File: config.mk
export PLATFORM = sky130hd
export DESIGN_NAME = qbu_rx_frame_router_flat
export DESIGN_NICKNAME = d
export VERILOG_FILES = /design/src/rtl/qbu_rx_pkg.sv /design/src/rtl/qbu_rx_frame_router_if.sv /design/src/rtl/qbu_rx_smd_classify.sv /design/src/rtl/qbu_rx_frame_router.sv /design/src/flat_wrapper.sv
export SDC_FILE = /design/constraint.sdc
export NUM_CORES = 1
export LEC_CHECK = 0
export BUFFER_PORTS_ARGS = -buffer_cell sky130_fd_sc_hd__buf_2
export CORE_MARGIN = 10
export CORE_UTILIZATION = 43
export DETAILED_ROUTE_END_ITERATION = 8
export GPL_TIMING_DRIVEN = 1
export PLACE_DENSITY = 0.83
export SYNTH_ARGS = -nofsm -noshare
export SYNTH_HDL_FRONTEND = slang
export SYNTH_SLANG_ARGS = --single-unit
File: constraint.sdc
create_clock -name i_clk -period 3.3 [get_ports i_clk]
set_clock_uncertainty 0.15 [all_clocks]
set_input_delay 0.33 -clock i_clk [delete_from_list [all_inputs] [get_ports i_clk]]
set_output_delay 0.33 -clock i_clk [all_outputs]
set_load 0.02 [all_outputs]
File: src/rtl/qbu_rx_pkg.sv
// Shared Qbu receive-path definitions: SMD codes, CRC status codes, frame classes,
// router FSM states and user-field bit positions.
package qbu_rx_pkg;

   localparam logic [7:0] SMD_E  = 8'hD5;
   localparam logic [7:0] SMD_R  = 8'h19;
   localparam logic [7:0] SMD_V  = 8'h07;
   localparam logic [7:0] SMD_P0 = 8'hE6;
   localparam logic [7:0] SMD_P1 = 8'h4C;
   localparam logic [7:0] SMD_P2 = 8'h7F;
   localparam logic [7:0] SMD_P3 = 8'hB3;
   localparam logic [7:0] SMD_P4 = 8'h61;
   localparam logic [7:0] SMD_P5 = 8'h52;
   localparam logic [7:0] SMD_P6 = 8'h9E;
   localparam logic [7:0] SMD_P7 = 8'h2A;

   localparam logic [1:0] CRC  = 2'b01;
   localparam logic [1:0] MCRC = 2'b10;

   localparam int USR_INFO_VLD = 15;
   localparam int USR_SMD_MSB  = 14;
   localparam int USR_SMD_LSB  = 7;
   localparam int USR_CRC_MSB  = 4;
   localparam int USR_CRC_LSB  = 3;

   typedef enum logic [2:0] {CLS_E, CLS_P, CLS_R, CLS_V, CLS_NONE} cls_e;

   typedef enum logic [1:0] {ST_IDLE, ST_FWD, ST_DROP} rt_state_e;

   function automatic logic is_p_smd(input logic [7:0] smd);
      return (smd == SMD_P0) || (smd == SMD_P1) || (smd == SMD_P2) || (smd == SMD_P3) ||
             (smd == SMD_P4) || (smd == SMD_P5) || (smd == SMD_P6) || (smd == SMD_P7);
   endfunction

endpackage

File: src/rtl/qbu_rx_frame_router_if.sv
// Router stream bundle: one input AXI-Stream plus NUM_CH packed output channels.
// slave = router side, master = upstream/consumer side.
interface qbu_rx_frame_router_if #(
   parameter int DWIDTH = 8,
   parameter int NUM_CH = 4
);
   logic [DWIDTH-1:0]          i_rx_axis_data;
   logic [15:0]                i_rx_axis_user;
   logic [DWIDTH/8-1:0]        i_rx_axis_keep;
   logic                       i_rx_axis_last;
   logic                       i_rx_axis_valid;
   logic [11:0]                i_data_len;
   logic                       o_rx_axis_ready;
   logic [NUM_CH*DWIDTH-1:0]   o_ch_axis_data;
   logic [NUM_CH*16-1:0]       o_ch_axis_user;
   logic [NUM_CH*DWIDTH/8-1:0] o_ch_axis_keep;
   logic [NUM_CH-1:0]          o_ch_axis_last;
   logic [NUM_CH-1:0]          o_ch_axis_valid;
   logic [NUM_CH-1:0]          i_ch_axis_ready;

   modport slave (
      input  i_rx_axis_data, i_rx_axis_user, i_rx_axis_keep, i_rx_axis_last,
             i_rx_axis_valid, i_data_len, i_ch_axis_ready,
      output o_rx_axis_ready, o_ch_axis_data, o_ch_axis_user, o_ch_axis_keep,
             o_ch_axis_last, o_ch_axis_valid
   );

   modport master (
      output i_rx_axis_data, i_rx_axis_user, i_rx_axis_keep, i_rx_axis_last,
             i_rx_axis_valid, i_data_len, i_ch_axis_ready,
      input  o_rx_axis_ready, o_ch_axis_data, o_ch_axis_user, o_ch_axis_keep,
             o_ch_axis_last, o_ch_axis_valid
   );
endinterface

File: src/rtl/qbu_rx_smd_classify.sv
// Combinational SMD/CRC classifier: user-field subfields -> frame class, no latency.
module qbu_rx_smd_classify
   import qbu_rx_pkg::*;
(
   input  logic       info_vld_i,
   input  logic [7:0] smd_i,
   input  logic [1:0] crc_i,
   output cls_e       cls_o
);

   always_comb begin
      cls_o = CLS_NONE;
      if (info_vld_i) begin
         if (smd_i == SMD_E && crc_i == CRC)
            cls_o = CLS_E;
         else if (smd_i == SMD_R && crc_i == CRC)
            cls_o = CLS_R;
         else if (smd_i == SMD_V && crc_i == CRC)
            cls_o = CLS_V;
         else if (is_p_smd(smd_i) && (crc_i == CRC || crc_i == MCRC))
            cls_o = CLS_P;
      end
   end

endmodule

File: src/rtl/qbu_rx_frame_router.sv
// Qbu RX frame router: classify on the first beat, steer the whole frame to one channel, 1-cycle registered output.
// Backpressure only from the channel owning the output register; counters added under QBU_RX_ROUTER_STATS_EN.
module qbu_rx_frame_router
   import qbu_rx_pkg::*;
#(
   parameter int         DWIDTH = 8,
   parameter int         NUM_CH = 4,
   parameter logic [7:0] CH_MAP = 8'b11_10_01_00
) (
   input  logic                   i_clk,
   input  logic                   i_rst,
   qbu_rx_frame_router_if.slave   bus,
   output logic                   o_drop_pulse
`ifdef QBU_RX_ROUTER_STATS_EN
   ,
   output logic [NUM_CH*32-1:0]   o_frm_cnt,
   output logic [31:0]            o_drop_cnt
`endif
);

   localparam int KW = DWIDTH / 8;

   rt_state_e         state_q;
   logic [1:0]        sel_q;
   logic              pass_q;
   logic              drop_pulse_q;

   logic              out_vld_q, out_vld_d;
   logic [1:0]        out_sel_q, out_sel_d;
   logic [DWIDTH-1:0] out_dat_q, out_dat_d;
   logic [15:0]       out_user_q, out_user_d;
   logic [KW-1:0]     out_keep_q, out_keep_d;
   logic              out_last_q, out_last_d;

   cls_e              cls;
   logic [1:0]        cls_ch;
   logic              cls_mapped;
   logic              cur_fwd, cur_pass;
   logic [1:0]        cur_sel;
   logic [3:0]        ch_rdy;
   logic              drain, rx_rdy, accept, load, drop_last;

   qbu_rx_smd_classify u_classify (
      .info_vld_i (bus.i_rx_axis_user[USR_INFO_VLD]),
      .smd_i      (bus.i_rx_axis_user[USR_SMD_MSB:USR_SMD_LSB]),
      .crc_i      (bus.i_rx_axis_user[USR_CRC_MSB:USR_CRC_LSB]),
      .cls_o      (cls)
   );

   always_comb begin
      cls_ch = 2'd0;
      case (cls)
         CLS_E:   cls_ch = CH_MAP[1:0];
         CLS_P:   cls_ch = CH_MAP[3:2];
         CLS_R:   cls_ch = CH_MAP[5:4];
         CLS_V:   cls_ch = CH_MAP[7:6];
         default: cls_ch = 2'd0;
      endcase
      cls_mapped = (cls != CLS_NONE) && ({30'd0, cls_ch} < 32'(NUM_CH));
   end

   // In IDLE the live classification steers the beat; mid-frame the latched decision does.
   always_comb begin
      if (state_q == ST_IDLE) begin
         cur_fwd  = cls_mapped;
         cur_sel  = cls_ch;
         cur_pass = (cls == CLS_P);
      end else begin
         cur_fwd  = (state_q == ST_FWD);
         cur_sel  = sel_q;
         cur_pass = pass_q;
      end
   end

   always_comb begin
      ch_rdy = '0;
      for (int k = 0; k < NUM_CH; k++)
         ch_rdy[k] = bus.i_ch_axis_ready[k];
   end

   // Readiness follows the channel holding the register, so a switch of channel waits for its drain.
   assign drain     = out_vld_q & ch_rdy[out_sel_q];
   assign rx_rdy    = ~cur_fwd | ~out_vld_q | ch_rdy[out_sel_q];
   assign accept    = bus.i_rx_axis_valid & rx_rdy;
   assign load      = accept & cur_fwd;
   assign drop_last = accept & ~cur_fwd & bus.i_rx_axis_last;

   always_comb begin
      out_vld_d  = out_vld_q;
      out_sel_d  = out_sel_q;
      out_dat_d  = out_dat_q;
      out_user_d = out_user_q;
      out_keep_d = out_keep_q;
      out_last_d = out_last_q;
      if (load) begin
         out_vld_d  = 1'b1;
         out_sel_d  = cur_sel;
         out_dat_d  = bus.i_rx_axis_data;
         out_user_d = cur_pass ? bus.i_rx_axis_user : {4'b0, bus.i_data_len};
         out_keep_d = bus.i_rx_axis_keep;
         out_last_d = bus.i_rx_axis_last;
      end else if (drain) begin
         out_vld_d  = 1'b0;
      end
   end

   always_ff @(posedge i_clk) begin
      if (i_rst) begin
         out_vld_q    <= 1'b0;
         out_sel_q    <= 2'd0;
         out_dat_q    <= '0;
         out_user_q   <= '0;
         out_keep_q   <= '0;
         out_last_q   <= 1'b0;
         drop_pulse_q <= 1'b0;
      end else begin
         out_vld_q    <= out_vld_d;
         out_sel_q    <= out_sel_d;
         out_dat_q    <= out_dat_d;
         out_user_q   <= out_user_d;
         out_keep_q   <= out_keep_d;
         out_last_q   <= out_last_d;
         drop_pulse_q <= drop_last;
      end
   end

   always_ff @(posedge i_clk) begin
      if (i_rst) begin
         state_q <= ST_IDLE;
         sel_q   <= 2'd0;
         pass_q  <= 1'b0;
      end else if (accept) begin
         case (state_q)
            ST_IDLE: begin
               sel_q  <= cls_ch;
               pass_q <= (cls == CLS_P);
               if (!bus.i_rx_axis_last)
                  state_q <= cls_mapped ? ST_FWD : ST_DROP;
            end
            default: begin
               if (bus.i_rx_axis_last)
                  state_q <= ST_IDLE;
            end
         endcase
      end
   end

   always_comb begin
      bus.o_ch_axis_data  = '0;
      bus.o_ch_axis_user  = '0;
      bus.o_ch_axis_keep  = '0;
      bus.o_ch_axis_last  = '0;
      bus.o_ch_axis_valid = '0;
      for (int k = 0; k < NUM_CH; k++) begin
         if (out_vld_q && {30'd0, out_sel_q} == 32'(k)) begin
            bus.o_ch_axis_data[k*DWIDTH +: DWIDTH] = out_dat_q;
            bus.o_ch_axis_user[k*16 +: 16]         = out_user_q;
            bus.o_ch_axis_keep[k*KW +: KW]         = out_keep_q;
            bus.o_ch_axis_last[k]                  = out_last_q;
            bus.o_ch_axis_valid[k]                 = 1'b1;
         end
      end
   end

   assign bus.o_rx_axis_ready = rx_rdy;
   assign o_drop_pulse        = drop_pulse_q;

`ifdef QBU_RX_ROUTER_STATS_EN
   logic [NUM_CH-1:0][31:0] frm_cnt_q;
   logic [31:0]             drop_cnt_q;

   always_ff @(posedge i_clk) begin
      if (i_rst) begin
         frm_cnt_q  <= '0;
         drop_cnt_q <= '0;
      end else begin
         for (int k = 0; k < NUM_CH; k++)
            if (drain && out_last_q && {30'd0, out_sel_q} == 32'(k))
               frm_cnt_q[k] <= frm_cnt_q[k] + 32'd1;
         if (drop_last)
            drop_cnt_q <= drop_cnt_q + 32'd1;
      end
   end

   assign o_frm_cnt  = frm_cnt_q;
   assign o_drop_cnt = drop_cnt_q;
`endif

endmodule

File: src/flat_wrapper.sv
// flat-port wrapper written by rule: the top's interface ports become plain ports
module qbu_rx_frame_router_flat import qbu_rx_pkg::*;
#(
   parameter int         DWIDTH = 8,
   parameter int         NUM_CH = 4,
   parameter logic [7:0] CH_MAP = 8'b11_10_01_00
)
  (i_clk, i_rst, o_drop_pulse, bus_i_rx_axis_data, bus_i_rx_axis_user, bus_i_rx_axis_keep, bus_i_rx_axis_last, bus_i_rx_axis_valid, bus_i_data_len, bus_i_ch_axis_ready, bus_o_rx_axis_ready, bus_o_ch_axis_data, bus_o_ch_axis_user, bus_o_ch_axis_keep, bus_o_ch_axis_last, bus_o_ch_axis_valid);
  qbu_rx_frame_router_if #(.DWIDTH(DWIDTH), .NUM_CH(NUM_CH)) bus_i ();
  input  logic i_clk;
  input  logic i_rst;
  output logic o_drop_pulse;
  input wire logic [$bits(bus_i.i_rx_axis_data)-1:0] bus_i_rx_axis_data;
  input wire logic [$bits(bus_i.i_rx_axis_user)-1:0] bus_i_rx_axis_user;
  input wire logic [$bits(bus_i.i_rx_axis_keep)-1:0] bus_i_rx_axis_keep;
  input wire logic [$bits(bus_i.i_rx_axis_last)-1:0] bus_i_rx_axis_last;
  input wire logic [$bits(bus_i.i_rx_axis_valid)-1:0] bus_i_rx_axis_valid;
  input wire logic [$bits(bus_i.i_data_len)-1:0] bus_i_data_len;
  input wire logic [$bits(bus_i.i_ch_axis_ready)-1:0] bus_i_ch_axis_ready;
  output wire logic [$bits(bus_i.o_rx_axis_ready)-1:0] bus_o_rx_axis_ready;
  output wire logic [$bits(bus_i.o_ch_axis_data)-1:0] bus_o_ch_axis_data;
  output wire logic [$bits(bus_i.o_ch_axis_user)-1:0] bus_o_ch_axis_user;
  output wire logic [$bits(bus_i.o_ch_axis_keep)-1:0] bus_o_ch_axis_keep;
  output wire logic [$bits(bus_i.o_ch_axis_last)-1:0] bus_o_ch_axis_last;
  output wire logic [$bits(bus_i.o_ch_axis_valid)-1:0] bus_o_ch_axis_valid;
  assign bus_i.i_rx_axis_data = bus_i_rx_axis_data;
  assign bus_i.i_rx_axis_user = bus_i_rx_axis_user;
  assign bus_i.i_rx_axis_keep = bus_i_rx_axis_keep;
  assign bus_i.i_rx_axis_last = bus_i_rx_axis_last;
  assign bus_i.i_rx_axis_valid = bus_i_rx_axis_valid;
  assign bus_i.i_data_len = bus_i_data_len;
  assign bus_i.i_ch_axis_ready = bus_i_ch_axis_ready;
  assign bus_o_rx_axis_ready = bus_i.o_rx_axis_ready;
  assign bus_o_ch_axis_data = bus_i.o_ch_axis_data;
  assign bus_o_ch_axis_user = bus_i.o_ch_axis_user;
  assign bus_o_ch_axis_keep = bus_i.o_ch_axis_keep;
  assign bus_o_ch_axis_last = bus_i.o_ch_axis_last;
  assign bus_o_ch_axis_valid = bus_i.o_ch_axis_valid;
  qbu_rx_frame_router #(.DWIDTH(DWIDTH), .NUM_CH(NUM_CH), .CH_MAP(CH_MAP)) u_core (.i_clk(i_clk), .i_rst(i_rst), .bus(bus_i), .o_drop_pulse(o_drop_pulse));
endmodule
==> reports/qor_table.md, run 1 <==
| Stage | Quantity | Value |
|---|---|---|
| routing | Antenna-violating nets left | 0 |
| critical path | Worst reg-to-reg setup slack | 1.02 ns |
| sta | Final Slew Violations | 0 |
| grt | First-pass GRT wire length | 12,500 µm |
| die | Total number of placement rows | 27 |
| clock network | Quantity of gates resized following cts | 0 |
| min path | Hold path endpoint | u_core.out_dat_q[5] |
| yosys | Number of flops mapped to enable cells by yosys | 0 |
| cells and area | Most frequent cells in the layout | buf_2, and2_1, dfxtp_1 |
| routing | Vias post-DR | 2,677 |
| power and ir drop | Leakage power summed over all cells | 1.84 nW |
| power and ir drop | Peak ir drop on the vdd network | 0.000259 V |
| yosys | Unique masters post-synth | 49 |
| cells and area | Nets@finish | 496 |
| die | Die Outline Area | 9180 µm² |
| sta | Clock period minus worst slack | 2.77 ns |
| cells and area | Design area | 3420 µm² |
| sta | Relative max-transition margin | 49.8% |
| die | Standard cell core area | 5540 µm² |
| clock network | Number of CTS-inserted buffers | 5 |
| clock network | Clock latency at the later pin of the worst-skew pair | 0.28 ns |
| routing | Per-cell routed wire length | 16.2 µm |
| critical path | Number of cells traversed by the worst register-to-register path | 6 |
| critical path | Worst reg2reg startpoint | u_core.out_sel_q[0] |
| clock network | Root Buffer Master | clkbuf_8 |
| routing | Routed wl met2 | 4360 µm |
| yosys | Total of warnings raised by yosys | 0 |
| routing | M1 WL | 3290 µm |
| clock network | CTS tree | yes |
| sta | Unrepaired setup endpoints after global routing | false |
| die | Width of the die | 95.8 µm |
| min path | Hold path depth | 3 |
| grt | Number of global-route vias before repair | 2,433 |
| cells and area | Signed area change from the synthesized netlist to the final layout | 38.5% |
| cells and area | Final-layout fill cell count | 500 |
| grt | Pin count of the biggest net entering global routing | 36 |
| grt | Antenna violations before repair | 0 |
| critical path | Maximum fanout encountered on the critical timing path | 7 |
| min path | Hold Path Origin | bus_i_rx_axis_data[5] |
| clock network | Reg clk slew, reported paths | 0.07 ns |
| clock network | Number of buffers between clock root and the deepest sink | 2 |
| sta | Number of hold violations in the final report | 0 |
| placed design | DPL Wire Length | 6950 µm |
| cells and area | Share of final-layout standard cells stronger than drive strength 1 | 39.7% |
| critical path | Critical Path Start Type | input pin |
| min path | Class of the tightest hold or removal check | input pin to register |
| cells and area | Antenna cells | 0 |
| critical path | Data required, critical path | 3.35 ns |
| critical path | Critical path arrival | 2.82 ns |
| clock network | Hold buffer count at CTS | 0 |
| yosys | Post-synthesis instance area | 2470 µm² |
| routing | Routed length on met3 | 727 µm |
| flow run | Number of max-cap violations | 0 |
| critical path | R2R Path End | u_core.out_user_q[15] |
| placed design | Area post-placement | 3300 µm² |
| yosys | Register bit total from synthesis | 35 |
| routing | First-pass iteration count of the detailed router | 4 |
| yosys | Post-Syn Nets | 349 |
| die | Starting density of the core | 44.6% |
| clock network | Total number of H-tree levels | 2 |
| routing | DRC Markers | 0 |
| sta | Max Freq | 361 MHz |
| yosys | Gate count after technology mapping | 303 |
| routing | Top Metal Used | met4 |
| run status | Result of the run | complete, no violations |
| critical path | CP Class | input pin to register |
| yosys | Average footprint of a synthesized cell | 8.16 µm² |
| critical path | Element type at the critical path end | register |
| cells and area | Fin util | 61.8% |
| yosys | Primary flip-flop cell chosen by synthesis mapping | dfxtp_1 |
| routing | DRT iter0 DRCs | 129 |
| power and ir drop | Power Dens Cells | 266 nW/µm² |
| routing | Total Wirelength | 8490 µm |
| critical path | Crit. Startpoint | bus_i_rx_axis_user[10] |
| sta | Period utilisation layout | 84.0% |
| placed design | RePlAce Congestion | 0.886 |
| sta | Slew at the pin closest to its max-slew limit | 0.754 ns |
| grt | Global-route congestion overflow total | 0 |
| yosys | Portion of the post-synthesis area used by sequential elements | 28.4% |
| clock network | Number of clock sinks | 35 |
| cells and area | Most common cell after layout, fill and taps aside | buf_2 |
| clock network | Post-CTS repair timing setup buffer count | 0 |
| sta | Accumulated negative setup slack | 0 ns |
| placed design | Port Buffers | 154 |
| yosys | Post-synth ARST share | 0% |
| routing | Vias per inst | 5.12 |
| grt | Global Route Usage Sum | 17.0% |
| sta | Number of failing setup endpoints in the final timing report | 0 |
| die | Floorplan die height | 95.8 µm |
| die | Number of top-level pins | 155 |
==> stage by stage <==
stage                     setup slack, ns  instances  hold WS, ns  total power [mW]
after global placement              0.357        515        0.328             0.520
after floorplan                     0.477        303        0.273             0.478
after detailed placement            0.240        515        0.337             0.522
after CTS                           0.542        523        0.120             0.919
after global routing                0.395        523        0.122             0.945
final                               0.527        523        0.126             0.911
==> kinds of logic after synthesis <==
kind of cell | count (synthesis) | synth area share (%)
buf+inv | 27 | 5.16
flops | 35 | 28.4
mux | 24 | 10.4
simple gates | 173 | 42.6
compound gates | 43 | 13.0
fa+ha+maj | 1 | 0.506
==> registers in the layout, summed over array words and instances (netlist names) <==
register,cells
u_core.pass_q,1
u_core.out_vld_q,1
u_core.out_sel_q,2
u_core.sel_q,2
u_core.out_keep_q,1
u_core.out_last_q,1
u_core.out_user_q,16
u_core.state_q,2
u_core.o_drop_pulse,1
u_core.out_dat_q,8
==> per-layer routing <==
layer / global-route usage (%) / up-vias
li1: - / 1334
met1: 19.5 / 1241
met2: 30.2 / 94
met3: 4.67 / 8
met4: 4.67 / 0
met5: 0 / -
==> critical path, stage by stage <==
cell and delay [ns]:
buf_2 0.13, or4b_1 0.55, or3_4 0.42, and2_1 0.19
o32a_1 0.36, or2_1 0.27, buf_4 0.19, mux2i_1 0.14
a211oi_1 0.24
==> where the power goes <==
part | leakage [nW] | switching (mW) | internal [mW]
Clock | 0.0612 | 0.153 | 0.244
Sequential | 0.282 | 0.00538 | 0.426
Combinational | 1.49 | 0.0442 | 0.0377
==> worst max path at each step <==
| stage | end | depth (start not counted) |
|---|---|---|
| floorplan | u_core.out_user_q[11] | 9 |
| global placement | u_core.out_user_q[1] | 9 |
| detailed placement | u_core.out_user_q[1] | 9 |
| CTS | u_core.out_user_q[1] | 9 |
| global route | u_core.out_user_q[1] | 9 |
| finish | u_core.out_user_q[1] | 9 |
==> area by class of cell <==
type,instances,area (µm²),share of cell area (%)
multi-input cells,241,1660,48.4
repair buffers,161,836,24.4
flip-flops and latches,35,701,20.5
well taps,72,90.1,2.63
clock buffers,6,82.6,2.41
clock inverters,2,35.0,1.02
inverters,6,22.5,0.658
==> Yosys cell counts, drive strengths merged (2+ instances only) <==
cell type	count	area, µm²
nand2	7	26.3
a311oi	3	26.3
and4bb	2	25.0
a211oi	15	118
o21ai	2	10.0
buf	5	45.0
nor4b	3	41.3
or3	4	30.0
nand3b	3	22.5
clkbuf	16	60.1
o2111a	2	22.5
and2	105	657
nand4b	2	17.5
inv	6	22.5
dfxtp	35	701
o31ai	2	15.0
a21oi	9	45.0
nor2	31	119
and4b	2	20.0
mux2i	22	220
o211ai	2	15.0
nand3	5	25.0
No activity file was read; power rests on OpenSTA's default activity.
==> run 2: changes to the inputs <==
- clock period: 3.3 -> 2.75 ns (I/O delays scaled with it)
==> run 2 against run 1 <==
Register-to-register slack worse by 0.59 ns. Combinational power rose by 32%. Non-clock buffer count increased by 10. Critical path type is now input pin to primary output.
==> reports/qor_table.md, run 2 (synthesis results as in run 1) <==
| Stage | Quantity | Value | Delta |
|---|---|---|---|
| run status | Result of the run | complete, no violations | unchanged |
| clock network | Root Buffer Master | clkbuf_8 | unchanged |
| placed design | DPL Wire Length | 7180 µm | was 6950 µm |
| cells and area | Most frequent cells in the layout | buf_2, and2_1, dfxtp_1 | unchanged |
| grt | Pin count of the biggest net entering global routing | 41 | was 36 |
| cells and area | Final Non-Filler Cells | 533 | was 523 |
| sta | Worst hold margin | 0.0836 ns | was 0.126 ns |
| cells and area | Fin util | 63.0% | was 61.8% |
| sta | Accumulated negative setup slack | 0 ns | unchanged |
| flow run | Number of max-cap violations | 0 | unchanged |
| cells and area | Antenna cells | 0 | unchanged |
| cells and area | Number of flip-flops in the largest register | 16 | unchanged |
| die | Standard cell core area | 5540 µm² | unchanged |
| power and ir drop | Leakage power summed over all cells | 1.88 nW | was 1.84 nW |
| critical path | CP Class | input pin to primary output | was input pin to register |
| routing | Per-cell routed wire length | 16.8 µm | was 16.2 µm |
| cells and area | Nets@finish | 506 | was 496 |
| placed design | Dpl ws | -0.148 ns | was 0.240 ns |
| sta | Number of failing setup endpoints in the final timing report | 0 | unchanged |
| cells and area | Share of final-layout standard cells stronger than drive strength 1 | 41.4% | was 39.7% |
| sta | Final Slew Violations | 0 | unchanged |
| routing | DRC Markers | 0 | unchanged |
| placed design | Area post-placement | 3390 µm² | was 3300 µm² |
| die | Total number of placement rows | 27 | unchanged |
| critical path | Data required, critical path | 2.33 ns | was 3.35 ns |
| sta | Unrepaired setup endpoints after global routing | false | unchanged |
| die | Number of top-level pins | 155 | unchanged |
| cells and area | Largest registers ranked by flip-flop count | u_core.out_user_q (16), u_core.out_dat_q (8) | unchanged |
| critical path | Critical path arrival | 2.24 ns | was 2.82 ns |
| clock network | Number of CTS-inserted buffers | 5 | unchanged |
| clock network | CTS tree | yes | unchanged |
| placed design | RePlAce Congestion | 0.788 | was 0.886 |
| routing | Vias per inst | 5.17 | was 5.12 |
| cells and area | Design area | 3490 µm² | was 3420 µm² |
| die | Floorplan die height | 95.8 µm | unchanged |
| sta | Relative max-transition margin | 48.7% | was 49.8% |
| sta | Clock period minus worst slack | 2.67 ns |  |
| routing | First-pass iteration count of the detailed router | 5 | was 4 |
| placed design | Port Buffers | 154 | unchanged |
| clock network | Clock latency at the later pin of the worst-skew pair | 0.28 ns | about the same |
| clock network | Post-CTS repair timing setup buffer count | 0 | unchanged |
| die | Width of the die | 95.8 µm | unchanged |
| critical path | Critical Path Start Type | input pin | unchanged |
| die | Die Outline Area | 9180 µm² | unchanged |
| sta | Final worst slack | 0.0839 ns | was 0.527 ns |
| placed design | Placed cells | 525 | was 515 |
| clock network | Number of buffers between clock root and the deepest sink | 2 | unchanged |
| clock network | Number of clock sinks | 35 | unchanged |
| routing | Antenna-violating nets left | 0 | unchanged |
| grt | Antenna violations before repair | 0 | unchanged |
| sta | Number of hold violations in the final report | 0 | unchanged |
| power and ir drop | Peak ir drop on the vdd network | 0.000195 V | was 0.000259 V |
| sta | Period utilisation layout | 97.0% |  |
| sta | Slew at the pin closest to its max-slew limit | 0.769 ns | was 0.754 ns |
| grt | First-pass GRT wire length | 13,200 µm | was 12,500 µm |
| power and ir drop | Tot Pwr | 1.03 mW | was 0.911 mW |
| sta | Max Freq | 375 MHz |  |
| clock network | Reg clk slew, reported paths | 0.07 ns | about the same |
| cells and area | Register name with the most flops | u_core.out_user_q | unchanged |
| routing | Total Wirelength | 8940 µm | was 8490 µm |
| routing | Vias post-DR | 2,754 | was 2,677 |
| die | Starting density of the core | 44.6% | unchanged |
| cells and area | Most common cell after layout, fill and taps aside | buf_2 | unchanged |
| grt | Number of global-route vias before repair | 2,670 | was 2,433 |
| min path | Class of the tightest hold or removal check | input pin to register | unchanged |
| critical path | Element type at the critical path end | primary output | was register |
| clock network | Total number of H-tree levels | 2 | unchanged |
| critical path | Maximum fanout encountered on the critical timing path | 4 | was 7 |
| grt | Global Route Usage Sum | 17.8% | was 17.0% |
| routing | DRT iter0 DRCs | 162 | was 129 |
| grt | Global-route congestion overflow total | 0 | unchanged |
| power and ir drop | Power Dens Cells | 294 nW/µm² | was 266 nW/µm² |
| cells and area | Signed area change from the synthesized netlist to the final layout | 41.2% | was 38.5% |
==> run 2: cell count changes in the layout (fill, tap and decap cells not counted) <==
cell and delta:
a21oi_1 -1, a21oi_2 +1, and2_1 -1, and2_4 +1, buf_4 +10, bufinv_16 -1, clkbuf_1 +1, clkbuf_8 +1
clkinv_2 -1, or4b_1 -1, or4b_4 +1
==> run 2: final cells by class <==
cell class	instances	area (µm²)
Sequential cell	35	701
Clock buffer	8	100
Multi-Input combinational cell	241	1670
Inverter	6	22.5
Timing Repair Buffer	171	911
Tap cell	72	90.1
Fill cell	507	2050
==> run 2: per-layer routing <==
layer / global-route usage [%] / routed length (µm) / up-vias
met3: 4.12 / 777 / 14
met1: 19.8 / 3260 / 1270
li1: - / - / 1356
met5: 0 / 0 / -
met4: 4.42 / 136 / 0
met2: 33.4 / 4760 / 114
==> run 2: path summary, 6_finish.rpt <==
check,slack (ns),depth (start not counted),start,end
setup / recovery,0.08,8,bus_i_rx_axis_user[10],bus_o_rx_axis_ready
hold / removal,0.08,3,bus_i_rx_axis_data[4],u_core.out_dat_q[4]
setup reg to reg,0.43,7,u_core.out_sel_q[0],u_core.out_user_q[7]
hold reg to reg,0.35,1,u_core.sel_q[1],u_core.sel_q[1]
==> run 2: worst max-delay path, cell delays in order <==
cell	delay (ns)
buf_2	0.11
or4b_4	0.53
or3_4	0.41
buf_4	0.16
nand3_1	0.13
a21oi_2	0.09
or3_1	0.35
buf_2	0.17
==> run 2: where the power goes <==
part	leakage (nW)	total (mW)	switching, mW	internal (mW)
logic	1.54	0.108	0.0557	0.0522
clock network	0.0515	0.400	0.172	0.228
registers	0.282	0.518	0.00664	0.511
==> run 2: repair_timing <==
item | in CTS | in global routing
gates resized for setup | 0 | 1
endpoints found under the setup margin | 0 | 1
hold buffers | 0 | 0
hold endpoints to repair | 0 | 0
